<file path="src/rtl/mcl51_pkg.sv">
// Shared constants for the MCL51 bus interface unit: EU command codes, SFR addresses,
// PSW bit positions and the read-source tag used by the return-data pipeline.
package mcl51_pkg;

  localparam logic [7:0] BIU_CMD_IDLE     = 8'h00;
  localparam logic [7:0] BIU_CMD_CODE_IP  = 8'h01;
  localparam logic [7:0] BIU_CMD_CODE_R3  = 8'h02;
  localparam logic [7:0] BIU_CMD_DIR_RD   = 8'h03;
  localparam logic [7:0] BIU_CMD_DIR_WR   = 8'h04;
  localparam logic [7:0] BIU_CMD_IND_RD   = 8'h05;
  localparam logic [7:0] BIU_CMD_IND_WR   = 8'h06;
  localparam logic [7:0] BIU_CMD_ACC_WR   = 8'h07;
  localparam logic [7:0] BIU_CMD_PSW_WR   = 8'h08;
  localparam logic [7:0] BIU_CMD_SP_WR    = 8'h09;
  localparam logic [7:0] BIU_CMD_DPL_WR   = 8'h0A;
  localparam logic [7:0] BIU_CMD_DPH_WR   = 8'h0B;
  localparam logic [7:0] BIU_CMD_INT_ACK  = 8'h0C;
  localparam logic [7:0] BIU_CMD_RETI     = 8'h0D;
  localparam logic [7:0] BIU_CMD_XDATA_RD = 8'h0E;
  localparam logic [7:0] BIU_CMD_XDATA_WR = 8'h0F;

  localparam logic [7:0] SFR_SP_ADDR  = 8'h81;
  localparam logic [7:0] SFR_DPL_ADDR = 8'h82;
  localparam logic [7:0] SFR_DPH_ADDR = 8'h83;
  localparam logic [7:0] SFR_P1_ADDR  = 8'h90;
  localparam logic [7:0] SFR_IE_ADDR  = 8'hA8;
  localparam logic [7:0] SFR_PSW_ADDR = 8'hD0;
  localparam logic [7:0] SFR_ACC_ADDR = 8'hE0;
  localparam logic [7:0] SFR_B_ADDR   = 8'hF0;

  localparam int unsigned PSW_P   = 0;
  localparam int unsigned PSW_OV  = 2;
  localparam int unsigned PSW_RS0 = 3;
  localparam int unsigned PSW_RS1 = 4;
  localparam int unsigned PSW_F0  = 5;
  localparam int unsigned PSW_AC  = 6;
  localparam int unsigned PSW_CY  = 7;

  typedef enum logic [2:0] {SrcZero, SrcCode, SrcIram, SrcSfr, SrcXdata} rd_src_e;

endpackage

</file>
<file path="src/rtl/mcl51_biu_if.sv">
// EU <-> BIU strobe interface: the EU (master) issues commands, the BIU (slave) answers
// with return data, SFR views and the interrupt request.
interface mcl51_biu_if;
  logic [7:0]  EU_BIU_STROBE;
  logic [7:0]  EU_BIU_DATAOUT;
  logic [15:0] EU_REGISTER_R3;
  logic [15:0] EU_REGISTER_IP;
  logic [7:0]  BIU_RETURN_DATA;
  logic [7:0]  BIU_SFR_ACC;
  logic [15:0] BIU_SFR_DPTR;
  logic [7:0]  BIU_SFR_SP;
  logic [7:0]  BIU_SFR_PSW;
  logic        BIU_INTERRUPT;

  modport master (
    output EU_BIU_STROBE, EU_BIU_DATAOUT, EU_REGISTER_R3, EU_REGISTER_IP,
    input  BIU_RETURN_DATA, BIU_SFR_ACC, BIU_SFR_DPTR, BIU_SFR_SP, BIU_SFR_PSW, BIU_INTERRUPT
  );

  modport slave (
    input  EU_BIU_STROBE, EU_BIU_DATAOUT, EU_REGISTER_R3, EU_REGISTER_IP,
    output BIU_RETURN_DATA, BIU_SFR_ACC, BIU_SFR_DPTR, BIU_SFR_SP, BIU_SFR_PSW, BIU_INTERRUPT
  );
endinterface

</file>
<file path="src/rtl/mcl51_biu_iram.sv">
// Internal RAM: Depth x 8 synchronous single-port array with registered (1-cycle) read.
module mcl51_biu_iram #(
  parameter int unsigned Depth = 256,
  parameter int unsigned Aw    = $clog2(Depth)
) (
  input  logic          clk,
  input  logic [Aw-1:0] addr,
  input  logic          we,
  input  logic [7:0]    wdata,
  output logic [7:0]    rdata
);
  logic [7:0] mem [Depth];

  always_ff @(posedge clk) begin
    if (we) mem[addr] <= wdata;
    rdata <= mem[addr];
  end
endmodule

</file>
<file path="src/rtl/mcl51_biu.sv">
// MCL51 bus interface unit: decodes EU strobes, owns the SFRs, serves code/IRAM/SFR reads.
// Optional external data memory (MOVX) support is enabled with MCL51_BIU_XDATA_EN.
module mcl51_biu
  import mcl51_pkg::*;
#(
  parameter int unsigned CODE_AW    = 16,
  parameter int unsigned IRAM_DEPTH = 256,
  parameter logic [7:0]  SP_RESET   = 8'h07
) (
  input  logic               CORE_CLK,
  input  logic               RST_n,
  mcl51_biu_if.slave         eu,
  output logic [CODE_AW-1:0] CODE_ADDR,
  input  logic [7:0]         CODE_DATA,
  input  logic               INT0_n,
  input  logic               INT1_n,
  output logic [7:0]         P1_OUT
`ifdef MCL51_BIU_XDATA_EN
  ,
  output logic [15:0]        XDATA_ADDR,
  output logic [7:0]         XDATA_WDATA,
  output logic               XDATA_WE,
  input  logic [7:0]         XDATA_RDATA
`endif
);
  localparam int unsigned IramAw   = $clog2(IRAM_DEPTH);
  localparam bit          HasUpper = (IRAM_DEPTH > 128);

  logic               live_q;
  logic [7:0]         strobe_q, cmd, daddr, wdata;
  logic [7:0]         acc_q, acc_d, b_q, b_d, sp_q, sp_d, dpl_q, dpl_d, dph_q, dph_d;
  logic [7:0]         ie_q, ie_d, p1_q, p1_d;
  logic [7:1]         psw_q, psw_d;
  logic [7:0]         psw_view;
  logic               in_service_q, in_service_d;
  logic [CODE_AW-1:0] code_addr_q, code_addr_d;
  logic               rd_vld_q, rd_vld_d;
  rd_src_e            rd_src_q, rd_src_d;
  logic [7:0]         sfr_rdata, sfr_rdata_q, return_q, return_d;
  logic               iram_we, sfr_we;
  logic [7:0]         iram_rdata;
  logic [1:0]         int0_sync_q, int1_sync_q;
  logic               pending, int_q, int_d;

  assign daddr    = eu.EU_REGISTER_R3[7:0];
  assign wdata    = eu.EU_BIU_DATAOUT;
  assign psw_view = {psw_q, ^acc_q};
  // Edge-detected issue; live_q blocks a strobe that was already present across reset release.
  assign cmd = (live_q && (eu.EU_BIU_STROBE != strobe_q)) ? eu.EU_BIU_STROBE : BIU_CMD_IDLE;

  always_comb begin
    sfr_rdata = 8'h00;
    case (daddr)
      SFR_ACC_ADDR: sfr_rdata = acc_q;
      SFR_B_ADDR:   sfr_rdata = b_q;
      SFR_PSW_ADDR: sfr_rdata = psw_view;
      SFR_SP_ADDR:  sfr_rdata = sp_q;
      SFR_DPL_ADDR: sfr_rdata = dpl_q;
      SFR_DPH_ADDR: sfr_rdata = dph_q;
      SFR_IE_ADDR:  sfr_rdata = ie_q;
      SFR_P1_ADDR:  sfr_rdata = p1_q;
      default:      sfr_rdata = 8'h00;
    endcase
  end

`ifdef MCL51_BIU_XDATA_EN
  logic xdata_we;
  assign XDATA_ADDR  = {dph_q, dpl_q};
  assign XDATA_WDATA = wdata;
  assign XDATA_WE    = xdata_we;
`endif

  always_comb begin
    acc_d        = acc_q;
    b_d          = b_q;
    psw_d        = psw_q;
    sp_d         = sp_q;
    dpl_d        = dpl_q;
    dph_d        = dph_q;
    ie_d         = ie_q;
    p1_d         = p1_q;
    in_service_d = in_service_q;
    code_addr_d  = code_addr_q;
    rd_vld_d     = 1'b0;
    rd_src_d     = SrcZero;
    iram_we      = 1'b0;
    sfr_we       = 1'b0;
`ifdef MCL51_BIU_XDATA_EN
    xdata_we     = 1'b0;
`endif
    case (cmd)
      BIU_CMD_CODE_IP: begin
        rd_vld_d    = 1'b1;
        rd_src_d    = SrcCode;
        code_addr_d = eu.EU_REGISTER_IP[CODE_AW-1:0];
      end
      BIU_CMD_CODE_R3: begin
        rd_vld_d    = 1'b1;
        rd_src_d    = SrcCode;
        code_addr_d = eu.EU_REGISTER_R3[CODE_AW-1:0];
      end
      BIU_CMD_DIR_RD: begin
        rd_vld_d = 1'b1;
        rd_src_d = daddr[7] ? SrcSfr : SrcIram;
      end
      BIU_CMD_DIR_WR: begin
        sfr_we  = daddr[7];
        iram_we = !daddr[7];
      end
      BIU_CMD_IND_RD: begin
        rd_vld_d = 1'b1;
        rd_src_d = (HasUpper || !daddr[7]) ? SrcIram : SrcZero;
      end
      BIU_CMD_IND_WR:  iram_we = HasUpper || !daddr[7];
      BIU_CMD_ACC_WR:  acc_d = wdata;
      BIU_CMD_PSW_WR:  psw_d = wdata[7:1];
      BIU_CMD_SP_WR:   sp_d = wdata;
      BIU_CMD_DPL_WR:  dpl_d = wdata;
      BIU_CMD_DPH_WR:  dph_d = wdata;
      BIU_CMD_INT_ACK: in_service_d = 1'b1;
      BIU_CMD_RETI:    in_service_d = 1'b0;
`ifdef MCL51_BIU_XDATA_EN
      BIU_CMD_XDATA_RD: begin
        rd_vld_d = 1'b1;
        rd_src_d = SrcXdata;
      end
      BIU_CMD_XDATA_WR: xdata_we = 1'b1;
`endif
      default: ;
    endcase
    if (sfr_we) begin
      case (daddr)
        SFR_ACC_ADDR: acc_d = wdata;
        SFR_B_ADDR:   b_d = wdata;
        SFR_PSW_ADDR: psw_d = wdata[7:1];
        SFR_SP_ADDR:  sp_d = wdata;
        SFR_DPL_ADDR: dpl_d = wdata;
        SFR_DPH_ADDR: dph_d = wdata;
        SFR_IE_ADDR:  ie_d = wdata;
        SFR_P1_ADDR:  p1_d = wdata;
        default: ;
      endcase
    end
  end

  always_comb begin
    return_d = return_q;
    if (rd_vld_q) begin
      case (rd_src_q)
        SrcCode:  return_d = CODE_DATA;
        SrcIram:  return_d = iram_rdata;
        SrcSfr:   return_d = sfr_rdata_q;
`ifdef MCL51_BIU_XDATA_EN
        SrcXdata: return_d = XDATA_RDATA;
`endif
        default:  return_d = 8'h00;
      endcase
    end
  end

  // Using the next in-service value lets an acknowledge drop the request in the very next cycle.
  assign pending = (~int0_sync_q[1] & ie_q[0]) | (~int1_sync_q[1] & ie_q[2]);
  assign int_d   = pending & ie_q[7] & ~in_service_d;

  always_ff @(posedge CORE_CLK or negedge RST_n) begin
    if (!RST_n) begin
      live_q       <= 1'b0;
      strobe_q     <= 8'h00;
      acc_q        <= 8'h00;
      b_q          <= 8'h00;
      psw_q        <= 7'h00;
      sp_q         <= SP_RESET;
      dpl_q        <= 8'h00;
      dph_q        <= 8'h00;
      ie_q         <= 8'h00;
      p1_q         <= 8'hFF;
      in_service_q <= 1'b0;
      code_addr_q  <= '0;
      rd_vld_q     <= 1'b0;
      rd_src_q     <= SrcZero;
      sfr_rdata_q  <= 8'h00;
      return_q     <= 8'h00;
      int0_sync_q  <= 2'b11;
      int1_sync_q  <= 2'b11;
      int_q        <= 1'b0;
    end else begin
      live_q       <= 1'b1;
      strobe_q     <= eu.EU_BIU_STROBE;
      acc_q        <= acc_d;
      b_q          <= b_d;
      psw_q        <= psw_d;
      sp_q         <= sp_d;
      dpl_q        <= dpl_d;
      dph_q        <= dph_d;
      ie_q         <= ie_d;
      p1_q         <= p1_d;
      in_service_q <= in_service_d;
      code_addr_q  <= code_addr_d;
      rd_vld_q     <= rd_vld_d;
      rd_src_q     <= rd_src_d;
      sfr_rdata_q  <= sfr_rdata;
      return_q     <= return_d;
      int0_sync_q  <= {int0_sync_q[0], INT0_n};
      int1_sync_q  <= {int1_sync_q[0], INT1_n};
      int_q        <= int_d;
    end
  end

  mcl51_biu_iram #(
    .Depth (IRAM_DEPTH),
    .Aw    (IramAw)
  ) u_iram (
    .clk   (CORE_CLK),
    .addr  (daddr[IramAw-1:0]),
    .we    (iram_we),
    .wdata (wdata),
    .rdata (iram_rdata)
  );

  assign CODE_ADDR           = code_addr_d;
  assign P1_OUT              = p1_q;
  assign eu.BIU_RETURN_DATA  = return_q;
  assign eu.BIU_SFR_ACC      = acc_q;
  assign eu.BIU_SFR_DPTR     = {dph_q, dpl_q};
  assign eu.BIU_SFR_SP       = sp_q;
  assign eu.BIU_SFR_PSW      = psw_view;
  assign eu.BIU_INTERRUPT    = int_q;
endmodule

</file>
<file path="src/flat_wrapper.sv">
// flat-port wrapper written by rule: the top's interface ports become plain ports
module mcl51_biu_flat import mcl51_pkg::*;
#(
  parameter int unsigned CODE_AW    = 16,
  parameter int unsigned IRAM_DEPTH = 256,
  parameter logic [7:0]  SP_RESET   = 8'h07
)
  (CORE_CLK, RST_n, CODE_ADDR, CODE_DATA, INT0_n, INT1_n, P1_OUT, eu_EU_BIU_STROBE, eu_EU_BIU_DATAOUT, eu_EU_REGISTER_R3, eu_EU_REGISTER_IP, eu_BIU_RETURN_DATA, eu_BIU_SFR_ACC, eu_BIU_SFR_DPTR, eu_BIU_SFR_SP, eu_BIU_SFR_PSW, eu_BIU_INTERRUPT);
  mcl51_biu_if eu_i ();
  input  logic CORE_CLK;
  input  logic RST_n;
  output logic [CODE_AW-1:0] CODE_ADDR;
  input  logic [7:0] CODE_DATA;
  input  logic INT0_n;
  input  logic INT1_n;
  output logic [7:0] P1_OUT;
  input wire logic [$bits(eu_i.EU_BIU_STROBE)-1:0] eu_EU_BIU_STROBE;
  input wire logic [$bits(eu_i.EU_BIU_DATAOUT)-1:0] eu_EU_BIU_DATAOUT;
  input wire logic [$bits(eu_i.EU_REGISTER_R3)-1:0] eu_EU_REGISTER_R3;
  input wire logic [$bits(eu_i.EU_REGISTER_IP)-1:0] eu_EU_REGISTER_IP;
  output wire logic [$bits(eu_i.BIU_RETURN_DATA)-1:0] eu_BIU_RETURN_DATA;
  output wire logic [$bits(eu_i.BIU_SFR_ACC)-1:0] eu_BIU_SFR_ACC;
  output wire logic [$bits(eu_i.BIU_SFR_DPTR)-1:0] eu_BIU_SFR_DPTR;
  output wire logic [$bits(eu_i.BIU_SFR_SP)-1:0] eu_BIU_SFR_SP;
  output wire logic [$bits(eu_i.BIU_SFR_PSW)-1:0] eu_BIU_SFR_PSW;
  output wire logic [$bits(eu_i.BIU_INTERRUPT)-1:0] eu_BIU_INTERRUPT;
  assign eu_i.EU_BIU_STROBE = eu_EU_BIU_STROBE;
  assign eu_i.EU_BIU_DATAOUT = eu_EU_BIU_DATAOUT;
  assign eu_i.EU_REGISTER_R3 = eu_EU_REGISTER_R3;
  assign eu_i.EU_REGISTER_IP = eu_EU_REGISTER_IP;
  assign eu_BIU_RETURN_DATA = eu_i.BIU_RETURN_DATA;
  assign eu_BIU_SFR_ACC = eu_i.BIU_SFR_ACC;
  assign eu_BIU_SFR_DPTR = eu_i.BIU_SFR_DPTR;
  assign eu_BIU_SFR_SP = eu_i.BIU_SFR_SP;
  assign eu_BIU_SFR_PSW = eu_i.BIU_SFR_PSW;
  assign eu_BIU_INTERRUPT = eu_i.BIU_INTERRUPT;
  mcl51_biu #(.CODE_AW(CODE_AW), .IRAM_DEPTH(IRAM_DEPTH), .SP_RESET(SP_RESET)) u_core (.CORE_CLK(CORE_CLK), .RST_n(RST_n), .eu(eu_i), .CODE_ADDR(CODE_ADDR), .CODE_DATA(CODE_DATA), .INT0_n(INT0_n), .INT1_n(INT1_n), .P1_OUT(P1_OUT));
endmodule
</file>
<file path="config.mk">
export PLATFORM = sky130hd
export DESIGN_NAME = mcl51_biu_flat
export DESIGN_NICKNAME = d
export VERILOG_FILES = /design/src/rtl/mcl51_pkg.sv /design/src/rtl/mcl51_biu_if.sv /design/src/rtl/mcl51_biu_iram.sv /design/src/rtl/mcl51_biu.sv /design/src/flat_wrapper.sv
export SDC_FILE = /design/constraint.sdc
export NUM_CORES = 2
export LEC_CHECK = 0
export CORE_MARGIN = 4
export CORE_UTILIZATION = 60
export DETAILED_ROUTE_END_ITERATION = 12
export PLACE_DENSITY = 0.77
export SLEW_MARGIN = 25
export SYNTH_ARGS = -nofsm -noshare
export SYNTH_HDL_FRONTEND = slang
export SYNTH_SLANG_ARGS = --single-unit
</file>
<file path="constraint.sdc">
create_clock -name CORE_CLK -period 8.42 [get_ports CORE_CLK]
set_input_delay 1.684 -clock CORE_CLK [delete_from_list [all_inputs] [get_ports CORE_CLK]]
set_output_delay 1.684 -clock CORE_CLK [all_outputs]
set_load 0.01 [all_outputs]
</file>
[Yosys cells after proc, flatten, opt, wreduce, memory -nomap -nowiden]
Memories as Yosys holds them, arrays and structs flattened. A register that Yosys moved wholly into a read port is not among the register bits.
Cells that the tools add are included.
Storage, ports and cells
  bits in registers: 114
  memory bits (writable): 2048
  logic and storage cells: 88
  memories kept: 1
Memories
  u_core.u_iram.mem: depth 256, width 8, read ports 1, clocked after memory_dff 1, wr ports 1, line mcl51_biu_iram.sv:12  | logic [7:0] mem [Depth];
Operators by class
  equality and inequality tests: 25
  mux-type cells: 27
  bitwise logic cells: 8
  reductions and logical operators: 8
Operators by type and width (number)
  2-to-1 mux 8 bit: 13
  equality test 8 bit (second input constant): 8
  one-hot mux 8 bit (8 select lines): 1
  equality test 8 x 4 -> 1 bit (second input constant): 6
  equality test 8 x 3 -> 1 bit (second input constant): 4
  one-hot mux 16 bit (2 select lines): 1
  one-hot mux 8 bit (3 select lines): 1
  2-to-1 mux 7 bit: 3
  equality test 8 x 2 -> 1 bit (second input constant): 2
  one-hot mux 3 bit (3 select lines): 1
  equality test 8 x 1 -> 1 bit (second input constant): 1
  inequality test 8 bit: 1
  XOR reduction 8 bit: 1
  equality test 3 x 2 -> 1 bit (second input constant): 2
  AND reduction 2 bit: 3
  2-to-1 mux 1 bit: 5
  bitwise AND 1 bit: 4
  one-hot mux 1 bit (2 select lines): 2
  OR reduction 4 bit: 1
  equality test 3 x 1 -> 1 bit (second input constant): 1
  inverter 1 bit: 3
  OR reduction 2 bit: 1
  logical AND 1 bit: 1
  zero test 1 bit: 1
  OR 1 bit: 1

[Logic depth before layout (Yosys ltp)]
  depth in word-level cells: 7
  depth in mapped cells: 12
  mapped depth without buffers: 6

[Hierarchy]
From an unflattened synthesis, not the netlist that was laid out.
Second synthesis, totals
  cells, all modules: 3943
  area total of the unflattened synthesis: 84051.9 um2
Modules (own cells, without submodules)
  mcl51_biu_iram: instances 1, cells each 3547, area each 78492.8 um2, sequential area each 61659.1 um2
  mcl51_biu: instances 1, cells each 396, area each 5559.1 um2, sequential area each 2846.5 um2

[Worst setup path after synthesis]
OpenSTA, ideal clock, no wires.
  path kind: input to output
  start: in eu_EU_BIU_STROBE[0]
  end: out CODE_ADDR[10]
  data arrival time: 3.406 ns
  required time: 6.736 ns
  setup slack: 3.330 ns
  stages: 8
  cell sequence: buf_2 > xnor2_1 > nand4_1 > o211a_1 > a21oi_1 > clkbuf_1 > nand2_1 > o211ai_1
On the way
  longest elaborated chain between the ends: 5
  elaborated cells between the ends (all ways): 6
  those cells by class: 3 x eq/ne; 2 x mux; 1 x reduce/logical
Ends and longest elaborated chain
  from (decl): line flat_wrapper.sv:17  | input wire logic [$bits(eu_i.EU_BIU_STROBE)-1:0] eu_EU_BIU_STROBE;
  inequality test 8 bit: line mcl51_biu.sv:49  | assign cmd = (live_q && (eu.EU_BIU_STROBE != strobe_q)) ? eu.EU_BIU_STROBE : BIU_CMD_IDLE;
  logical AND 1 bit: line mcl51_biu.sv:49
  2-to-1 mux 8 bit *: line mcl51_biu.sv:49
  equality test 8 x 2 -> 1 bit / equality test 8 x 1 -> 1 bit (equally long branches): line mcl51_biu.sv:91  | case (cmd)
  one-hot mux 16 bit (2 select lines) *: line mcl51_biu.sv:91
  to (decl): line flat_wrapper.sv:12  | output logic [CODE_AW-1:0] CODE_ADDR;
Every way passes the cells marked *; elsewhere a longest branch is shown, timed or not.

[Worst setup path in the final report]
  start: in eu_EU_BIU_STROBE[2]
  end: out CODE_ADDR[10]
The elaborated chain is that of the path after synthesis.

==> results.cfg <==
[placement]
pre_cts_slack_ns = 1.86
gp_congestion = 0.908
numPortBuffers = 132
dp_hpwl_um = 125000
placed_area_mm2 = 0.0876

[yosys]
synth_area_mm2 = 0.0841
synth_cell_types = 67
yosysSeqAreaShare_pct = 76.7
synthArstFlopShare_pct = 5.21
synth_top_area_share_pct = 73.1
ys_ff_latch = 2169
postSynthAreaPerCell_um2 = 21.5
synth_cells = 3919
dominantRegCellSynth = edfxtp_1
netlist.top_cell.by_area = edfxtp_1
synth_edf_count = 2048
yosysWarnings = 0
synthTopCellsByArea = edfxtp_1 73%, mux4_2 15%, dfrtp_1 2.9%
syn_nets = 3979

[global_routing]
grt_pass1_wl_um = 315000
antenna_found_initial = 7
grt_start_max_net_pins = 197
grt_usage_pct = 30.3
gr-total-overflow = 0
grt_pass1_vias = 42700

[setup_path]
crit_chain = clkdlybuf4s50_1 > xnor2_1 > nand4_1 > o211a_1 > a21oi_2 > nand2_1 > o211ai_1 > clkdlybuf4s50_1
rr_startpoint = u_core.strobe_q[2]
cp_slowest_cell = clkdlybuf4s50_1
crit_type = in -> out
arrival_ns = 4.93
cpPeakStageDelay_ns = 0.68
cp_top_family = compound AO/OA/AOI/OAI gates
critPathCaptureType = primary output
cp_max_fo = 17
crit_buf_inv = 2
startpoint_type = input pin
r2r_slack_ns = 4.67
ff2ff_path_depth = 6
crit_top_cell = clkdlybuf4s50_1
critical_path_required_ns = 6.74
reg2reg_to = u_core.u_iram.mem[140][5]

[clock_network]
clockBufferDepth = 3
cts_sinks = 2169
clk_latency_ns = 0.85
cts_root_buf = clkbuf_16
postCtsResizedCells = 0
cts_hold_buf = 0
clkTransAtPathRegs_ns = 0.06
cts_tree = done
cts_setup_buffers = 0
cts_buffers = 201
htreeDepth = 4

[outcome]
status = complete, no violations

[sta]
fin_crit_ns = 6.62
setup_ws_ns = 1.80
tightest_slew_ns = 1.10
fmax_mhz = 151
setup_tns_ns = 0
drv_slew = 0
post-route-period-util_pct = 78.6
finalHoldViolations = 0
clock_skew_ns = 0.0389
slew_headroom_pct = 26.4
setup_viol = 0
rsz0062_at_grt = no

[floorplanning]
design.core.area_mm2 = 0.139
die-area_mm2 = 0.146
die_w_um = 382
die_h_um = 382
ioPinCount = 133
start_util_pct = 60.4
rows = 137

[detailed_routing]
drt-initial-drc-count = 7466
dr.pass1.iters = 6
via_count = 43300
drtAntennaViolNets = 0
drc = 0
routedWlPerCell_um = 35.4
viasPerCell = 7.02
routed_wl_um = 218000

[cells_and_area]
nets = 4175
syn2layout_area_growth_pct = 11.5
layout-drive-gt1-share_pct = 24.6
mostFrequentLayoutCells = 2048 x edfxtp_1, 570 x mux4_2, 299 x nor2_1
design_area_mm2 = 0.0938
final_common_cell = edfxtp_1
fillCellCount = 8321

[min_path]
holdPathStages = 0
holdPathEnd = u_core.int0_sync_q[1]
hold_start = u_core.int0_sync_q[0]
min_path_type = reg -> reg

[power]
powerDensity_mw_per_mm2 = 231
p_leak_nw = 29.4
peakVddDrop_mv = 0.235

[flow_run]
drv_cap = 0
area by class of cell:
type / count / area [um^2] / area share [%]
Tap cell: 1876 / 2350 / 2.50
Timing Repair Buffer: 211 / 2130 / 2.27
Antenna cell: 1 / 2.50 / 0.00267
Clock buffer: 255 / 5250 / 5.60
Multi-Input combinational cell: 1515 / 18600 / 19.8
Sequential cell: 2169 / 64500 / 68.7
Inverter: 17 / 63.8 / 0.0680
Clock inverter: 118 / 955 / 1.02
synth_stat cells, types with 3 or more instances:
cell and number:
a211oi_1 10, a21oi_1 21, a221o_1 4, a221oi_1 10, a222oi_1 8, a22o_1 10, a22oi_1 37, a31oi_1 11
a32oi_1 11, and2_1 7, and3_1 6, buf_1 26, buf_2 66, buf_4 24, buf_6 11, clkbuf_1 91
dfrtp_1 98, dfstp_2 15, dfxtp_1 8, edfxtp_1 2048, inv_1 17, mux2_2 71, mux2i_1 50, mux4_2 570
nand2_1 141, nand2b_1 8, nand3_1 32, nand3b_1 5, nand4_1 14, nor2_1 304, nor2b_1 11, nor3_1 10
nor4_1 11, o211ai_1 15, o21ai_0 9, o221ai_1 4, o22ai_1 57, o41ai_1 3, or2_2 7, or3_1 6
or3b_2 4, xnor2_1 15
registers in the layout, summed over array words and instances (netlist names), 7 cells and up:
| name | flops |
|---|---|
| u_core.code_addr_q | 16 |
| u_core.b_q | 8 |
| u_core.dph_q | 8 |
| u_core.psw_q | 7 |
| u_core.eu.BIU_SFR_SP | 8 |
| u_core.u_iram.mem | 2048 |
| u_core.sfr_rdata_q | 8 |
| u_core.P1_OUT | 8 |
| u_core.eu.BIU_SFR_ACC | 8 |
| u_core.strobe_q | 8 |
| u_core.ie_q | 8 |
| u_core.u_iram.rdata | 8 |
| u_core.dpl_q | 8 |
| u_core.eu.BIU_RETURN_DATA | 8 |
how the worst max path moves through the flow:
| stage | cells after the start | slack, ns | endpoint | start |
|---|---|---|---|---|
| CTS | 8 | 1.81 | CODE_ADDR[10] | eu_EU_BIU_STROBE[2] |
| detailed placement | 8 | 1.86 | CODE_ADDR[10] | eu_EU_BIU_STROBE[2] |
| finish | 8 | 1.80 | CODE_ADDR[10] | eu_EU_BIU_STROBE[2] |
| global route | 8 | 1.58 | CODE_ADDR[10] | eu_EU_BIU_STROBE[2] |
| floorplan | 8 | 3.33 | CODE_ADDR[10] | eu_EU_BIU_STROBE[0] |
| global placement | 7 | 1.51 | CODE_ADDR[6] | eu_EU_BIU_STROBE[1] |
metrics by stage:
step	cells	hold WS (ns)	power, mW	utilization [%]
2_1_floorplan	3919	0.345	12.6	-
3_3_place_gp	5787	0.348	13.2	62.8
3_5_place_dp	5787	0.350	13.2	62.8
4_1_cts	6160	0.360	21.7	67.3
5_1_grt	6161	0.364	22.3	67.3
6_report	6162	0.358	21.7	67.3
layer usage:
layer | wire (um) | GRT usage (%)
met4 | 11100 | 13.5
met5 | 31 | 0
met2 | 103000 | 46.0
met3 | 28300 | 8.32
met1 | 75900 | 41.9
logic make-up (layout without fill, tap and decap cells):
logic type | count (synthesis) | count (layout) | share of synthesized area (%)
AO/OA/AOI/OAI | 231 | 231 | 2.02
other | 1 | 2 | 0.00446
multiplexers | 691 | 691 | 16.8
XOR/XNOR | 16 | 16 | 0.167
flip-flops | 2169 | 2169 | 76.7
AND/OR/NAND/NOR | 576 | 576 | 2.97
buffers and inverters | 235 | 601 | 1.35
power breakdown:
part / leakage [nW] / switching, mW / internal [mW]
Combinational: 6.46 / 0.710 / 0.423
Sequential: 19.9 / 0.0255 / 11.8
Clock: 3.00 / 3.93 / 4.76
No activity file was read; power rests on OpenSTA's default activity.
